===== src/rtl/uart_pkg.sv =====
// uart_pkg: shared state encoding and UART frame timing for the tx arbiter and future rx dispatcher.
package uart_pkg;
  typedef enum logic [1:0] {IDLE, LOAD, STROBE, WAIT} state_t;
  localparam int UART_OVERSAMPLE = 16;
  localparam int UART_FRAME_BITS = 10;
  localparam int UART_FRAME_MARGIN = 16;
  localparam int UART_FRAME_CYCLES = UART_OVERSAMPLE * UART_FRAME_BITS + UART_FRAME_MARGIN;
  function automatic int imax(input int a, input int b);
    return a > b ? a : b;
  endfunction
endpackage


===== src/rtl/uart_rr_select.sv =====
// uart_rr_select: picks a pending requester, round-robin after ptr, or lowest index when UART_TX_ARB_FIXED_PRIO_EN is defined.
module uart_rr_select #(
  parameter int NUM_REQ = 4,
  parameter int IW = $clog2(NUM_REQ)
) (
`ifndef UART_TX_ARB_FIXED_PRIO_EN
  input  logic [IW-1:0]      ptr,
`endif
  input  logic [NUM_REQ-1:0] req,
  output logic [IW-1:0]      sel,
  output logic               valid
);
  assign valid = |req;
  always_comb begin
    sel = '0;
`ifdef UART_TX_ARB_FIXED_PRIO_EN
    for (int i = NUM_REQ - 1; i >= 0; i--)
      if (req[i]) sel = IW'(i);
`else
    // Walk from farthest to nearest so the first set request after ptr wins.
    for (int k = NUM_REQ; k >= 1; k--)
      if (req[(int'(ptr) + k) % NUM_REQ]) sel = IW'((int'(ptr) + k) % NUM_REQ);
`endif
  end
endmodule


===== src/rtl/uart_tx_arbiter.sv =====
// uart_tx_arbiter: shares one uarttx among NUM_REQ byte producers; UART_TX_ARB_FIXED_PRIO_EN selects fixed priority.
module uart_tx_arbiter
  import uart_pkg::*;
#(
  parameter int NUM_REQ = 4,
  parameter int STROBE_CYCLES = 2,
  parameter int FRAME_CYCLES = UART_FRAME_CYCLES
) (
  input  logic                       clk,
  input  logic                       rst_n,
  input  logic [NUM_REQ-1:0]         req,
  input  logic [NUM_REQ*8-1:0]       data,
  output logic [NUM_REQ-1:0]         ack,
  output logic [$clog2(NUM_REQ)-1:0] grant,
  output logic [7:0]                 datain,
  output logic                       wrsig,
  output logic                       busy
);
  localparam int IW = $clog2(NUM_REQ);
  localparam int CW = $clog2(imax(STROBE_CYCLES, FRAME_CYCLES) + 1);
  state_t state;
  logic [CW-1:0] cnt;
  logic [IW-1:0] sel;
  logic valid;
`ifndef UART_TX_ARB_FIXED_PRIO_EN
  logic [IW-1:0] ptr;
`endif
  uart_rr_select #(.NUM_REQ(NUM_REQ), .IW(IW)) u_sel (
`ifndef UART_TX_ARB_FIXED_PRIO_EN
    .ptr(ptr),
`endif
    .req(req),
    .sel(sel),
    .valid(valid)
  );
  // The transmitter has no done flag, so WAIT blindly covers a whole frame.
  always_ff @(posedge clk or negedge rst_n) begin
    if (!rst_n) begin
      state <= IDLE;
      cnt <= '0;
      ack <= '0;
      grant <= '0;
      datain <= 8'h00;
      wrsig <= 1'b0;
      busy <= 1'b0;
`ifndef UART_TX_ARB_FIXED_PRIO_EN
      ptr <= IW'(NUM_REQ - 1);
`endif
    end else begin
      case (state)
        IDLE: if (valid) begin
          state <= LOAD;
          grant <= sel;
          datain <= data[8*sel +: 8];
          ack <= NUM_REQ'(1) << sel;
          busy <= 1'b1;
          cnt <= '0;
`ifndef UART_TX_ARB_FIXED_PRIO_EN
          ptr <= sel;
`endif
        end
        LOAD: begin
          state <= STROBE;
          ack <= '0;
          wrsig <= 1'b1;
          cnt <= '0;
        end
        STROBE: if (cnt == CW'(STROBE_CYCLES - 1)) begin
          state <= WAIT;
          wrsig <= 1'b0;
          cnt <= '0;
        end else cnt <= cnt + 1'b1;
        WAIT: if (cnt == CW'(FRAME_CYCLES - 1)) begin
          state <= IDLE;
          busy <= 1'b0;
          cnt <= '0;
        end else cnt <= cnt + 1'b1;
        default: state <= IDLE;
      endcase
    end
  end
endmodule

===== config.mk =====
export PLATFORM = sky130hd
export DESIGN_NAME = uart_tx_arbiter
export DESIGN_NICKNAME = d
export VERILOG_FILES = /design/src/rtl/uart_pkg.sv /design/src/rtl/uart_rr_select.sv /design/src/rtl/uart_tx_arbiter.sv
export SDC_FILE = /design/constraint.sdc
export NUM_CORES = 1
export LEC_CHECK = 0
export CAP_MARGIN = 20
export CORE_MARGIN = 2
export CORE_UTILIZATION = 42
export CTS_CLUSTER_DIAMETER = 100
export CTS_CLUSTER_SIZE = 20
export DETAILED_ROUTE_END_ITERATION = 6
export PLACE_DENSITY_LB_ADDON = 0.05
export SLEW_MARGIN = 10
export SYNTH_ARGS = -nofsm -noshare
export SYNTH_HDL_FRONTEND = slang
export SYNTH_SLANG_ARGS = --single-unit

===== constraint.sdc =====
create_clock -name clk -period 1.7 [get_ports clk]
set_input_delay 0.34 -clock clk [delete_from_list [all_inputs] [get_ports clk]]
set_output_delay 0.34 -clock clk [all_outputs]
set_load 0.02 [all_outputs]

---- Yosys cells after proc, flatten, opt, wreduce, memory -nomap -nowiden ----
Index checks and enable logic that the tools add are counted.
operators by class
  reduce and logical (&&, ||, !) cells .... 14
  order comparisons ....................... 4
  equality and inequality tests ........... 8
  mux-type cells .......................... 31
  bitwise gates (word level) .............. 4
  shift operators ......................... 2
  add/sub/neg operators ................... 5
operators by type and width
  cell                                                                          count
  8-bit one-hot mux with 4 select lines                                         1
  32-bit by 6-bit variable part select with 8-bit output                        1
  8-bit two-way mux                                                             3
  3-bit by 4-bit less-than comparator with 1-bit output, second input constant  4
  2-bit two-way mux                                                             7
  1-bit two-way mux                                                             11
  8-bit by 1-bit adder with 8-bit output, second input constant                 1
  1-bit binary-select mux with 2-bit select                                     4
  8-bit by 1-bit equality test with 1-bit output, second input constant         1
  8-bit equality test, second input constant                                    1
  2-bit one-hot mux with 4 select lines                                         1
  4-bit one-hot mux with 2 select lines                                         1
  2-bit OR reduction                                                            4
  2-bit AND reduction                                                           3
  3-bit AND reduction                                                           2
  2-bit nonzero test                                                            3
  2-bit by 1-bit adder with 2-bit output, second input constant                 2
  2-bit adder, second input constant                                            2
  1-bit bitwise AND, first input constant                                       4
  2-bit equality test, second input constant                                    2
  4-bit two-way mux                                                             1
  2-bit inequality test, second input constant                                  2
  1-bit one-hot mux with 2 select lines                                         2
  4-bit OR reduction                                                            1
  4 further kinds                                                               4
word-level totals
  register bits ........................... 28
  bits of input ports ..................... 38
  logic and storage cells ................. 76
  output and inout port bits .............. 16

---- Logic depth before layout (Yosys ltp) ----
  depth in word-level cells ............... 13
  depth in mapped cells ................... 8
  mapped depth without buffers ............ 7

---- Hierarchy ----
From an unflattened synthesis, not the netlist that was laid out.
unflattened totals
  cells, all modules ...................... 145
  area total of the unflattened synthesis .. 1630.3 um^2
by module, submodules not included
  module           area an instance (um^2)  cells an instance  instances
  uart_tx_arbiter  1539.0                   131                1
  uart_rr_select   91.3                     14                 1

---- Worst setup path after synthesis ----
OpenSTA, ideal clock, no wires.
  kind .................................... register -> register
  start point ............................. register cnt[0]
  end point ............................... register state[1]
  buffers on the path ..................... 0
  slack ................................... -32 ps
  setup time .............................. 128 ps
  data required time ...................... 1572 ps
  period minus slack after synthesis ...... 1732 ps
  arrival time ............................ 1605 ps
  cell stages (with the launch flop) ...... 7
  cell sequence ........................... dfrtp_1 ha_1 and3_1 nand4_1 a22oi_4 nand2_1 mux2_1
between the ends
  word-level cells in the longest chain between the ends .. 3
ends and longest elaborated chain
  what                                                                                          RTL line                                      RTL
  start: declaration                                                                            uart_tx_arbiter.sv:22                         logic [CW-1:0] cnt;
  start signal: assignment                                                                      uart_tx_arbiter.sv:72                         end else cnt <= cnt + 1'b1;
  start signal: assignment                                                                      uart_tx_arbiter.sv:77                         end else cnt <= cnt + 1'b1;
  8-bit equality test / 8-bit by 1-bit equality test with 1-bit output (equally long branches)  uart_tx_arbiter.sv:73, uart_tx_arbiter.sv:68
  2-bit inequality test (no line)                                                               -
  3-bit AND reduction (no line) *                                                               -
  end signal: assignment                                                                        uart_tx_arbiter.sv:69                         state <= WAIT;
  end signal: assignment                                                                        uart_tx_arbiter.sv:74                         state <= IDLE;
  end signal: assignment                                                                        uart_tx_arbiter.sv:78                         default: state <= IDLE;
  end: declaration                                                                              uart_tx_arbiter.sv:21                         state_t state;
Mark *: on every way between the ends. The rest lies on a longest branch, timed or not.
A chain may end at the register's enable or synchronous reset.

---- Final worst setup path ----
  start point ............................. register cnt[3]
  end point ............................... register state[1]
Same word-level chain as after synthesis.

==> results.json <==
{
  "status": "finished with violations",
  "violations": "negative setup slack",
  "regToRegEndpoint": "state[1]",
  "fin_worst_skew_ns": 0.00303,
  "ant_nets": 0,
  "synth_seq_cells": 28,
  "seq_power_share_pct": 42.8,
  "post-route-util_pct": 72.0,
  "cts_made_buffers": 3,
  "r2r_slack_ns": -0.11,
  "syn_avg_cell_area_um2": 9.67,
  "start_kind": "register",
  "max_cap_viol_count": 0,
  "grt_pass1_wl_mm": 7.56,
  "totalWireLength_mm": 4.91,
  "path_cells": "nor4_2, nand3_1, a22oi_4, nand2_2, mux2_4",
  "syn_area_um2": 1690,
  "hpwl_mm": 3.60,
  "synthTopCellsByArea": "dfrtp_1, a211oi_1, mux2i_1",
  "clkPwrFrac_pct": 32.7,
  "synth_top_cell_by_area": "dfrtp_1",
  "arrival_ns": 1.98,
  "vias": 1712,
  "io_buffers": 53,
  "cts_hold_buffers": 0,
  "grt_util_all_layers_pct": 21.9,
  "htree_levels": 1,
  "syn_inst": 175,
  "final_common_cell": "clkdlybuf4s50_1",
  "mostFrequentLayoutCells": "clkdlybuf4s50_1, buf_4, dfrtp_1",
  "async_flop_share_pct": 100,
  "worstSetupPathType": "reg2reg",
  "drt_pass1_iterations": 4,
  "core_um2": 3940,
  "drt_iter0_drc": 66,
  "grt_overflow": 0,
  "routedWlPerCell_um": 15.4,
  "cts_buffer_depth": 2,
  "rr_startpoint": "cnt[3]",
  "fin_ws_ns": -0.107,
  "max-vdd-ir-drop_mv": 0.352,
  "synth_top_area_share_pct": 38.4,
  "finalSetupViolations": 14,
  "cellPowerDensity_nw_per_um2": 579,
  "antenna_cells": 0,
  "crit_required_ns": 1.88,
  "slowest_stage": "dfrtp_1",
  "hold_viol_final": 0,
  "worst_slew_pin_slew_ns": 0.286,
  "finalSetupTns_ns": -0.642,
  "drive_above_1_share_pct": 33.2,
  "synth_nets": 220,
  "drc": 0,
  "start_util_pct": 42.9,
  "yosysWarnings": 0,
  "clk_latency_ns": 0.28,
  "cts_tree": "built",
  "cts_sinks": 28,
  "die_area_um2": 4550,
  "die-width_um": 67.5,
  "cts_root_buf": "clkbuf_8",
  "clkTransAtPathRegs_ns": 0.10,
  "cp_max_fo": 6,
  "slowest_delay_ns": 0.44,
  "p_switching_mw": 0.410,
  "ys_types": 42,
  "end_kind": "register",
  "rsz0062_at_grt": "true",
  "viasPerCell": 5.38,
  "num_rows": 23,
  "clock.fmax_mhz": 553,
  "p_leak_nw": 1.22,
  "power_mw": 1.64,
  "r2r_cells": 5,
  "internal_power_mw": 1.23,
  "seq_area_frac_synth_pct": 41.5,
  "gp_congestion": 0.884,
  "synthFlopType": "dfrtp_1",
  "ioPinCount": 54,
  "grt_pass1_vias": 1647,
  "syn2layout_area_growth_pct": 67.8,
  "pre_cts_ws_ns": -0.524,
  "die-height_um": 67.5,
  "layout_min_cycle_time_ns": 1.81,
  "p_comb_share_pct": 24.5,
  "synth_edf_count": 0,
  "antenna_found_initial": 0,
  "fin_nets": 314,
  "switching_share_pct": 24.9,
  "max_slew_margin_pct": 80.6,
  "maxSlewViolCount": 0,
  "fin_crit_sh_pct": 106,
  "min_path_type": "in2async",
  "grt_max_degree": 29
}
[power by group through the flow]
| stage | logic, mW | registers (mW) | clock network (mW) |
|---|---|---|---|
| floorplan | 0.121 | 0.735 | 0 |
| detailed placement | 0.333 | 0.715 | 0 |
| global route | 0.429 | 0.706 | 0.576 |
| CTS | 0.363 | 0.703 | 0.548 |
| finish | 0.402 | 0.704 | 0.538 |
| global placement | 0.322 | 0.714 | 0 |
[state kept, by name, indices dropped and copies added, names as in the netlist]
name and count:
grant 2, wrsig 1, ptr 2, datain 8
cnt 8, ack 4, busy 1, state 2
[worst max-delay path, delay by kind of cell (launching register included)]
family | cells | cell delay [ns]
DFF | 1 | 0.44
and+or+nand+nor | 3 | 0.64
AOI/OAI and AO/OA | 1 | 0.32
muxes | 1 | 0.30
[through the flow]
step	hold slack [ns]	instances	area [um^2]
2_1_floorplan	0.0444	175	1700
3_3_place_gp	0.492	304	2500
3_5_place_dp	0.494	304	2500
4_1_cts	0.412	311	2660
5_1_grt	0.409	318	2840
6_report	0.406	318	2840
[per-layer routing]
layer | vias up | global-route usage, % | part of all wire, %
li1 | 830 | - | -
met1 | 831 | 27.7 | 42
met2 | 47 | 39.1 | 53
met3 | 4 | 4.33 | 4.4
met4 | 0 | 3.32 | 0.41
met5 | - | 0 | 0
[cell usage after synthesis, drive strengths merged (4+ instances only)]
cell,number
nor2,24
dfrtp,26
nand2,15
nand3,4
o21ai,13
inv,5
a211oi,16
nor2b,4
and3,4
mux2i,10
ha,7
buf,5
a21oi,6
and4,8
[cell type report]
type,count,area [um^2]
Clock buffer,3,41.3
Clock inverter,1,30.0
Fill cell,285,1100
Inverter,5,18.8
Multi-Input combinational cell,136,1110
Sequential cell,28,703
Tap cell,50,62.6
Timing Repair Buffer,95,877
[worst max-delay path by stage]
| stage | start | to | slack, ns | depth (start not counted) |
|---|---|---|---|---|
| 2_1_floorplan | cnt[0] | state[1] | 0.01 | 6 |
| 3_3_place_gp | req[1] | ack[1] | -0.39 | 6 |
| 3_5_place_dp | req[1] | ack[0] | -0.52 | 6 |
| 4_1_cts | cnt[1] | state[1] | -0.1 | 6 |
| 5_1_grt | cnt[1] | state[1] | -0.17 | 7 |
| 6_report | cnt[3] | state[1] | -0.11 | 5 |
[cells by family (layout without fill, tap and decap cells)]
kind of cell / after synthesis / after routing / synth area share (%)
AOI/OAI and AO/OA: 47 / 47 / 20.3
adders and majority gates: 7 / 7 / 5.17
buffers and inverters: 11 / 104 / 3.55
DFF: 28 / 28 / 41.5
muxes: 12 / 12 / 7.24
and+or+nand+nor: 70 / 70 / 22.2
[what timing repair did]
action / in CTS / in global routing
hold endpoints to repair: 0 / 0
resized for setup: 21 / 26
setup buffers: 3 / 7
setup endpoints to repair: 23 / 21
pin swaps: 13 / 11
(Power assumes the default switching activity.)
